`config.mk`:
```
export PLATFORM = sky130hd
export DESIGN_NAME = dual_port_sram_arbiter
export DESIGN_NICKNAME = d
export VERILOG_FILES = /design/src/rtl/dual_port_sram_arbiter.sv
export SDC_FILE = /design/constraint.sdc
export NUM_CORES = 1
export LEC_CHECK = 0
export ABC_AREA = 1
export BUFFER_PORTS_ARGS = -buffer_cell sky130_fd_sc_hd__clkbuf_2
export CORE_UTILIZATION = 40
export DETAILED_ROUTE_END_ITERATION = 7
export GPL_TIMING_DRIVEN = 0
export PLACE_DENSITY = 0.77
export SLEW_MARGIN = 40
export SYNTH_ARGS = -nofsm -noshare
export SYNTH_HDL_FRONTEND = slang
export SYNTH_SLANG_ARGS = --single-unit
```
`constraint.sdc`:
```
create_clock -name clk -period 2.2 [get_ports clk]
set_input_delay 0.33 -clock clk [delete_from_list [all_inputs] [get_ports clk]]
set_output_delay 0.33 -clock clk [all_outputs]
set_load 0.005 [all_outputs]
```
`src/rtl/dual_port_sram_arbiter.sv`:
```
// Round-robin arbitration of NUM_REQ write and read channels onto one dual-port SRAM,
// with registered SRAM controls and a requester-ID pipeline that routes read data back.
module dual_port_sram_arbiter #(
  parameter int WIDTH        = 32,
  parameter int DEPTH        = 16,
  parameter int ADDR_WIDTH   = $clog2(DEPTH),
  parameter int NUM_REQ      = 2,
  parameter int READ_LATENCY = 1
) (
  input  logic                          clk,
  input  logic                          rst,
  input  logic [NUM_REQ-1:0]            wr_req_valid,
  output logic [NUM_REQ-1:0]            wr_req_ready,
  input  logic [NUM_REQ*ADDR_WIDTH-1:0] wr_req_address,
  input  logic [NUM_REQ*WIDTH-1:0]      wr_req_data,
  input  logic [NUM_REQ-1:0]            rd_req_valid,
  output logic [NUM_REQ-1:0]            rd_req_ready,
  input  logic [NUM_REQ*ADDR_WIDTH-1:0] rd_req_address,
  output logic [NUM_REQ-1:0]            rd_rsp_valid,
  output logic [WIDTH-1:0]              rd_rsp_data,
  output logic [ADDR_WIDTH-1:0]         sram_read_address,
  output logic [ADDR_WIDTH-1:0]         sram_write_address,
  output logic [WIDTH-1:0]              sram_write_data,
  output logic                          sram_chip_select,
  output logic                          sram_write_enable,
  output logic                          sram_output_enable,
  input  logic [WIDTH-1:0]              sram_read_data
);

  localparam int IDX_W = $clog2(NUM_REQ);
  localparam logic [IDX_W-1:0] LAST_IDX = IDX_W'(NUM_REQ - 1);

  logic [ADDR_WIDTH-1:0] wr_addr_arr [NUM_REQ];
  logic [WIDTH-1:0]      wr_data_arr [NUM_REQ];
  logic [ADDR_WIDTH-1:0] rd_addr_arr [NUM_REQ];

  for (genvar g = 0; g < NUM_REQ; g++) begin : g_unpack
    assign wr_addr_arr[g] = wr_req_address[g*ADDR_WIDTH +: ADDR_WIDTH];
    assign wr_data_arr[g] = wr_req_data[g*WIDTH +: WIDTH];
    assign rd_addr_arr[g] = rd_req_address[g*ADDR_WIDTH +: ADDR_WIDTH];
  end

  logic [IDX_W-1:0] wr_ptr, rd_ptr;
  logic [IDX_W-1:0] wr_idx, rd_idx, wr_cand, rd_cand;
  logic             wr_found, rd_found;
  logic             rd_hazard, wr_fire, rd_fire;
  logic [NUM_REQ-1:0] rsp_pipe [READ_LATENCY+1];

  // Search starts at the pointer and wraps; the first valid requester wins.
  always_comb begin
    wr_found = 1'b0;
    wr_idx   = '0;
    wr_cand  = '0;
    rd_found = 1'b0;
    rd_idx   = '0;
    rd_cand  = '0;
    for (int i = 0; i < NUM_REQ; i++) begin
      wr_cand = IDX_W'((int'(wr_ptr) + i) % NUM_REQ);
      if (!wr_found && wr_req_valid[wr_cand]) begin
        wr_found = 1'b1;
        wr_idx   = wr_cand;
      end
      rd_cand = IDX_W'((int'(rd_ptr) + i) % NUM_REQ);
      if (!rd_found && rd_req_valid[rd_cand]) begin
        rd_found = 1'b1;
        rd_idx   = rd_cand;
      end
    end
  end

  // A read may not overtake a write to the same word that is being accepted now
  // or was registered at the previous edge; stalling makes it return the new data.
  assign rd_hazard = rd_found &&
                     ((wr_found && (rd_addr_arr[rd_idx] == wr_addr_arr[wr_idx])) ||
                      (sram_write_enable && (rd_addr_arr[rd_idx] == sram_write_address)));

  assign wr_fire = wr_found && !rst;
  assign rd_fire = rd_found && !rd_hazard && !rst;

  // Handshake: a request transfers at a posedge where valid and ready are both high;
  // the requester keeps valid, address and data stable until then. Ready is one-hot or zero.
  always_comb begin
    wr_req_ready = '0;
    rd_req_ready = '0;
    if (wr_fire) wr_req_ready[wr_idx] = 1'b1;
    if (rd_fire) rd_req_ready[rd_idx] = 1'b1;
  end

  always_ff @(posedge clk or posedge rst) begin
    if (rst) begin
      wr_ptr             <= '0;
      rd_ptr             <= '0;
      sram_read_address  <= '0;
      sram_write_address <= '0;
      sram_write_data    <= '0;
      sram_chip_select   <= 1'b0;
      sram_write_enable  <= 1'b0;
      sram_output_enable <= 1'b0;
      for (int s = 0; s <= READ_LATENCY; s++) rsp_pipe[s] <= '0;
    end else begin
      sram_write_enable  <= wr_fire;
      sram_output_enable <= rd_fire;
      sram_chip_select   <= wr_fire || rd_fire;
      if (wr_fire) begin
        sram_write_address <= wr_addr_arr[wr_idx];
        sram_write_data    <= wr_data_arr[wr_idx];
        wr_ptr             <= (wr_idx == LAST_IDX) ? '0 : wr_idx + 1'b1;
      end
      if (rd_fire) begin
        sram_read_address <= rd_addr_arr[rd_idx];
        rd_ptr            <= (rd_idx == LAST_IDX) ? '0 : rd_idx + 1'b1;
      end
      // Stage 0 is loaded with the address; the last stage lines up with SRAM data.
      rsp_pipe[0] <= rd_req_ready;
      for (int s = 1; s <= READ_LATENCY; s++) rsp_pipe[s] <= rsp_pipe[s-1];
    end
  end

  assign rd_rsp_valid = rsp_pipe[READ_LATENCY];
  assign rd_rsp_data  = sram_read_data;

endmodule
```
* Word level (Yosys, flattened, before mapping)
Cells that the tools add are included.
Widths: inputs -> output; s select.
** Operators by class
- $add $sub $neg :: 4
- $lt $le $gt $ge :: 10
- Equality and inequality tests :: 2
- Multiplexer cells :: 33
- Bitwise operators :: 2
- Reduce and logical (&&, ||, !) cells :: 16
** Operator list (number)
- $mux 32 :: 3
- $mux 4 :: 6
- $mux 1 :: 20
- $lt 1x2->1 const B :: 6
- $logic_and 1x1->1 :: 10
- $eq 4x4->1 :: 2
- $add 1x1->1 const B :: 4
- $ge 2x2->1 const B :: 2
- $logic_not 1->1 :: 4
- $mux 2 :: 2
- $not 1->2 :: 2
- $demux 1 s1 :: 2
- $ge 1x1->1 const B :: 2
- $logic_or 1x1->1 :: 2
** Storage, ports and cells
- Bits in registers :: 49
- Output and inout port bits :: 81
- Logic and storage cells :: 77

* Logic depth before layout (Yosys ltp)
- Depth after elaboration :: 18
- Depth in mapped cells :: 13

* Worst setup path before layout
Ideal clock, no wire load.
- Path kind :: register -> output
- Start :: register rd_ptr
- End :: output rd_req_ready[1]
- Data arrival time :: 1.299 ns
- Required time :: 1.870 ns
- Path slack :: 0.571 ns
- Stages on the path, launching flop included :: 12
- Buffers on the path :: 0
- Cells stage by stage :: dfrtp_1 -> inv_1 -> nand2_4 -> nand2_8 -> nand2_2 -> nand2_1 -> nand3_1 -> nand2_1 -> nor2_2 -> nand2_2 -> nand3_4 -> nor2_1
** Between the ends
- Cells in the longest elaborated chain, start to end :: 18
- Elaborated cells between the ends (all ways) :: 30
** Ends and longest elaborated chain
- from (decl) :: line 43 : logic [IDX_W-1:0] wr_ptr, rd_ptr;
- from (signal assigned) :: line 111 : rd_ptr <= (rd_idx == LAST_IDX) ? '0 : rd_idx + 1'b1;
- $mux 1 (not written as such) (2 in series) :: line 64 : if (!rd_found && rd_req_valid[rd_cand]) begin
- $mux 1 :: line 64
- $logic_not 1->1 :: line 64
- $logic_and 1x1->1 :: line 64
- $mux 1 :: line 64
- $not 1->2 (not written as such) :: line 74, 75
- $mux 4 (not written as such) (3 in series) :: line 74, 75
- $eq 4x4->1, on equally long branches :: line 74, 75
- $logic_and 1x1->1, on equally long branches :: line 74, 75
- $logic_or 1x1->1 :: line 74 : ((wr_found && (rd_addr_arr[rd_idx] == wr_addr_arr[wr_idx])) ||
- $logic_and 1x1->1 :: line 73 : assign rd_hazard = rd_found &&
- $logic_not 1->1 :: line 78 : assign rd_fire = rd_found && !rd_hazard && !rst;
- $logic_and 1x1->1 (2 in series) :: line 78
- $mux 2 (*) :: line 86 : if (rd_fire) rd_req_ready[rd_idx] = 1'b1;
- to (decl) :: line 17 : output logic [NUM_REQ-1:0] rd_req_ready,
Mark *: on every way between the ends. The rest lies on a longest branch, timed or not. The select of a mux whose other input is x is not followed.

* Worst setup path after layout
- Start :: register rd_ptr
- End :: output rd_req_ready[0]
Same word-level chain as after synthesis.

==> flow_summary_export.csv <==
group,metric,value,unit
logic_synthesis,ys_ff_latch,49,
place,place_inst,595,
worst_setup_path,cp_cell_sequence,"inv_2, nand2_4, nand2_8, nand2_4, nand2_2, nand2_1, nand2_1, nor2_2, nand3_4, nand4_1, inv_1, clkbuf_2",
worst_setup_path,cp_max_fo,5,
place,dpl_worst_slack,0.245,ns
cts,path_clk_slew,0.09,ns
logic_synthesis,syn_area_per_cell,7.65,µm²
worst_setup_path,slowest_delay,0.38,ns
power_and_ir_drop,p_total,0.00241,W
worst_setup_path,startpoint_type,"register",
global_route,grt_pass1_vias,2578,
routing,ant_nets,0,
cts,holdBufCountCts,0,
worst_setup_path,path_class,"register to output port",
routing,firstDrtPassIters,7,
layout,num-fill-cells,602,
die,die_w,84.0,µm
logic_synthesis,yosysUniqueCellTypes,20,
cts,cts_buffers,5,
worst_setup_path,crit_path_end_kind,"output port",
power_and_ir_drop,ir_drop,0.248,mV
cts,cts_tree,"done",
logic_synthesis,synthCells,352,
sta,final_max_slew_viol_count,0,
sta,relSlewSlack,0.669,
place,place_congestion,0.772,
logic_synthesis,synth_area,2690,µm²
cts,root_buffer,"clkbuf_8",
die,rows,29,
status,violations,"DRC",
layout,nets,651,
layout,multi_input_area,1110,µm²
global_route,antenna_found_initial,0,
worst_setup_path,rrSetupSlack,0.57,ns
layout,fin_util,0.598,
worst_setup_path,crit_start,"rd_ptr$_DFFE_PP0P_",
routing,wire_per_inst,11.4,µm
global_route,track_usage,0.195,
cts,clk_latency,0.30,ns
sta,finalSetupViolCount,0,
worst_setup_path,required,1.87,ns
layout,final-seq-area,1230,µm²
routing,vias,2827,
sta,worstMarginPinSlew,0.496,ns
routing,drt_iter0_markers,139,
logic_synthesis,yosys_warnings,0,
routing,wl,6.95,mm
routing,remaining_drc_errors,20,
routing,via_per_inst,4.63,
worst_setup_path,arrival,1.80,ns
die,die_h,84.0,µm
die,pin_count,199,
layout,drive_gt1_frac,0.474,
global_route,grt_start_max_net_pins,34,
status,status,"complete, but fails checks",
layout,final_common_cell,"clkbuf_2",
power_and_ir_drop,p_per_area,628,nW/µm²
power_and_ir_drop,leakage,2.29,nW
cts,cts_num_sinks,49,
worst_setup_path,r2r-end,"sram_chip_select$_DFF_PP0_",
sta,fin_skew,0.00453,ns
hold_path,hp-class,"primary input to asynchronous set/reset pin",
die,start_util,0.419,
sta,period_needed,2.13,ns
place,port-buffer-count,165,
layout,area_growth,42.6,%
worst_setup_path,worstRegToRegCells,12,
sta,rsz0062_at_grt,"true",
place,hpwl,5.52,mm
layout,antenna_cells,0,
cts,cts_max_path_buffers,2,
sta,hold_violations,0,
die,core,6420,µm²
worst_setup_path,endpoint,"rd_req_ready[0]",
sta,final.period_utilization,0.967,
layout,final_area,3840,µm²
sta,clock.fmax,470,MHz
logic_synthesis,ys_seq_area_frac,0.455,
logic_synthesis,synth_nets,470,
global_route,grt_overflow,0,
die,dieArea,7060,µm²
place,dpl_cell_area,3640,µm²
worst_setup_path,reg2reg_from,"rd_ptr$_DFFE_PP0P_",
layout,layoutNonFillerInstCount,611,
global_route,grt_pass1_wl,11.1,mm
layout,final_cell_mix,"165 x clkbuf_2, 142 x nand2_1, 49 x dfrtp_1",
sta,fin_ws,0.0717,ns
worst_setup_path,slowest_stage,"dfrtp_1",
flow_run,cap_viol_max_count,0,
cts,h-tree-depth,2,
==> flip-flops by register name (all words and copies together), names as in the netlist <==
name	cells
sram_write_data	32
sram_read_address	4
rsp_pipe	2
rd_ptr	1
sram_write_enable	1
sram_chip_select	1
rd_rsp_valid	2
sram_output_enable	1
wr_ptr	1
sram_write_address	4
==> worst min-delay path by stage <==
stage	startpoint	end	depth (start not counted)
finish	rst	rd_rsp_valid[1]$_DFF_PP0_	2
global route	rst	rsp_pipe[2]$_DFF_PP0_	2
CTS	rst	rd_rsp_valid[1]$_DFF_PP0_	2
detailed placement	rsp_pipe[3]$_DFF_PP0_	rd_rsp_valid[1]$_DFF_PP0_	0
global placement	rsp_pipe[3]$_DFF_PP0_	rd_rsp_valid[1]$_DFF_PP0_	0
floorplan	rsp_pipe[2]$_DFF_PP0_	rd_rsp_valid[0]$_DFF_PP0_	0
==> where the power goes <==
group	switching (W)	internal, W	leakage (nW)	total (W)
combinational	0.000374	0.000352	1.63	0.000726
sequential	0.0000808	0.00104	0.598	0.00112
clock	0.000283	0.000284	0.0542	0.000568
total	0.000738	0.00167	2.29	0.00241
==> cell type report <==
class | instances | area share
plain buffers | 45 | 0.0815
clock buffers | 7 | 0.0251
clock inverters | 1 | 0.00130
inverters | 26 | 0.0261
multi-input cells | 234 | 0.289
flip-flops and latches | 49 | 0.319
well taps | 77 | 0.0251
repair buffers | 172 | 0.232
==> Yosys cell counts <==
cell      instances  area [µm²]
nand2_8           1        20.0
dfrtp_1          49        1230
nand3_2           1        10.0
o21bai_1          1        7.51
nand3b_1          2        15.0
nand2_2           6        37.5
nor2_2            2        12.5
nand2_4           3        33.8
clkbuf_1          4        15.0
nand3_4           1        17.5
o21ai_0           4        20.0
nand2_1         146         548
nor2_4            2        22.5
buf_4            37         278
inv_1            23        86.3
nor2_1            8        30.0
buf_2             4        20.0
nand3_1          50         250
inv_2             3        11.3
nand4_1           5        31.3
==> critical path: cells and delay by family (launching register included) <==
family / cells / cell delay [ns]
buffers and inverters: 3 / 0.24
DFF: 1 / 0.38
and+or+nand+nor: 9 / 0.87
==> metal layers <==
layer	part of all wire	routed length, µm	global-route usage
met4	0.011	73	0.0611
met1	0.42	2920	0.227
met2	0.50	3480	0.361
met3	0.068	474	0.0356
met5	0	0	0
==> what timing repair did <==
item | 4_1_cts | 5_1_grt
resized for setup | 2 | 10
setup buffers | 3 | 3
cloned | 0 | 2
pin swaps | 1 | 11
endpoints found under the setup margin | 2 | 2
==> per-stage QoR <==
step	TNS (ns)	hold slack [ns]
6_report	0	0.0449
4_1_cts	0	0.0343
2_1_floorplan	0	0.331
3_3_place_gp	-0.567	0.334
3_5_place_dp	0	0.339
5_1_grt	-0.0507	0.0525
==> logic make-up (layout without fill, tap and decap cells) <==
| group | count (synthesis) | after routing | synth area share |
|---|---|---|---|
| AOI/OAI and AO/OA | 5 | 5 | 0.0102 |
| buffers and inverters | 71 | 251 | 0.152 |
| DFF | 49 | 49 | 0.455 |
| and+or+nand+nor | 227 | 229 | 0.382 |
(Power assumes the default switching activity.)
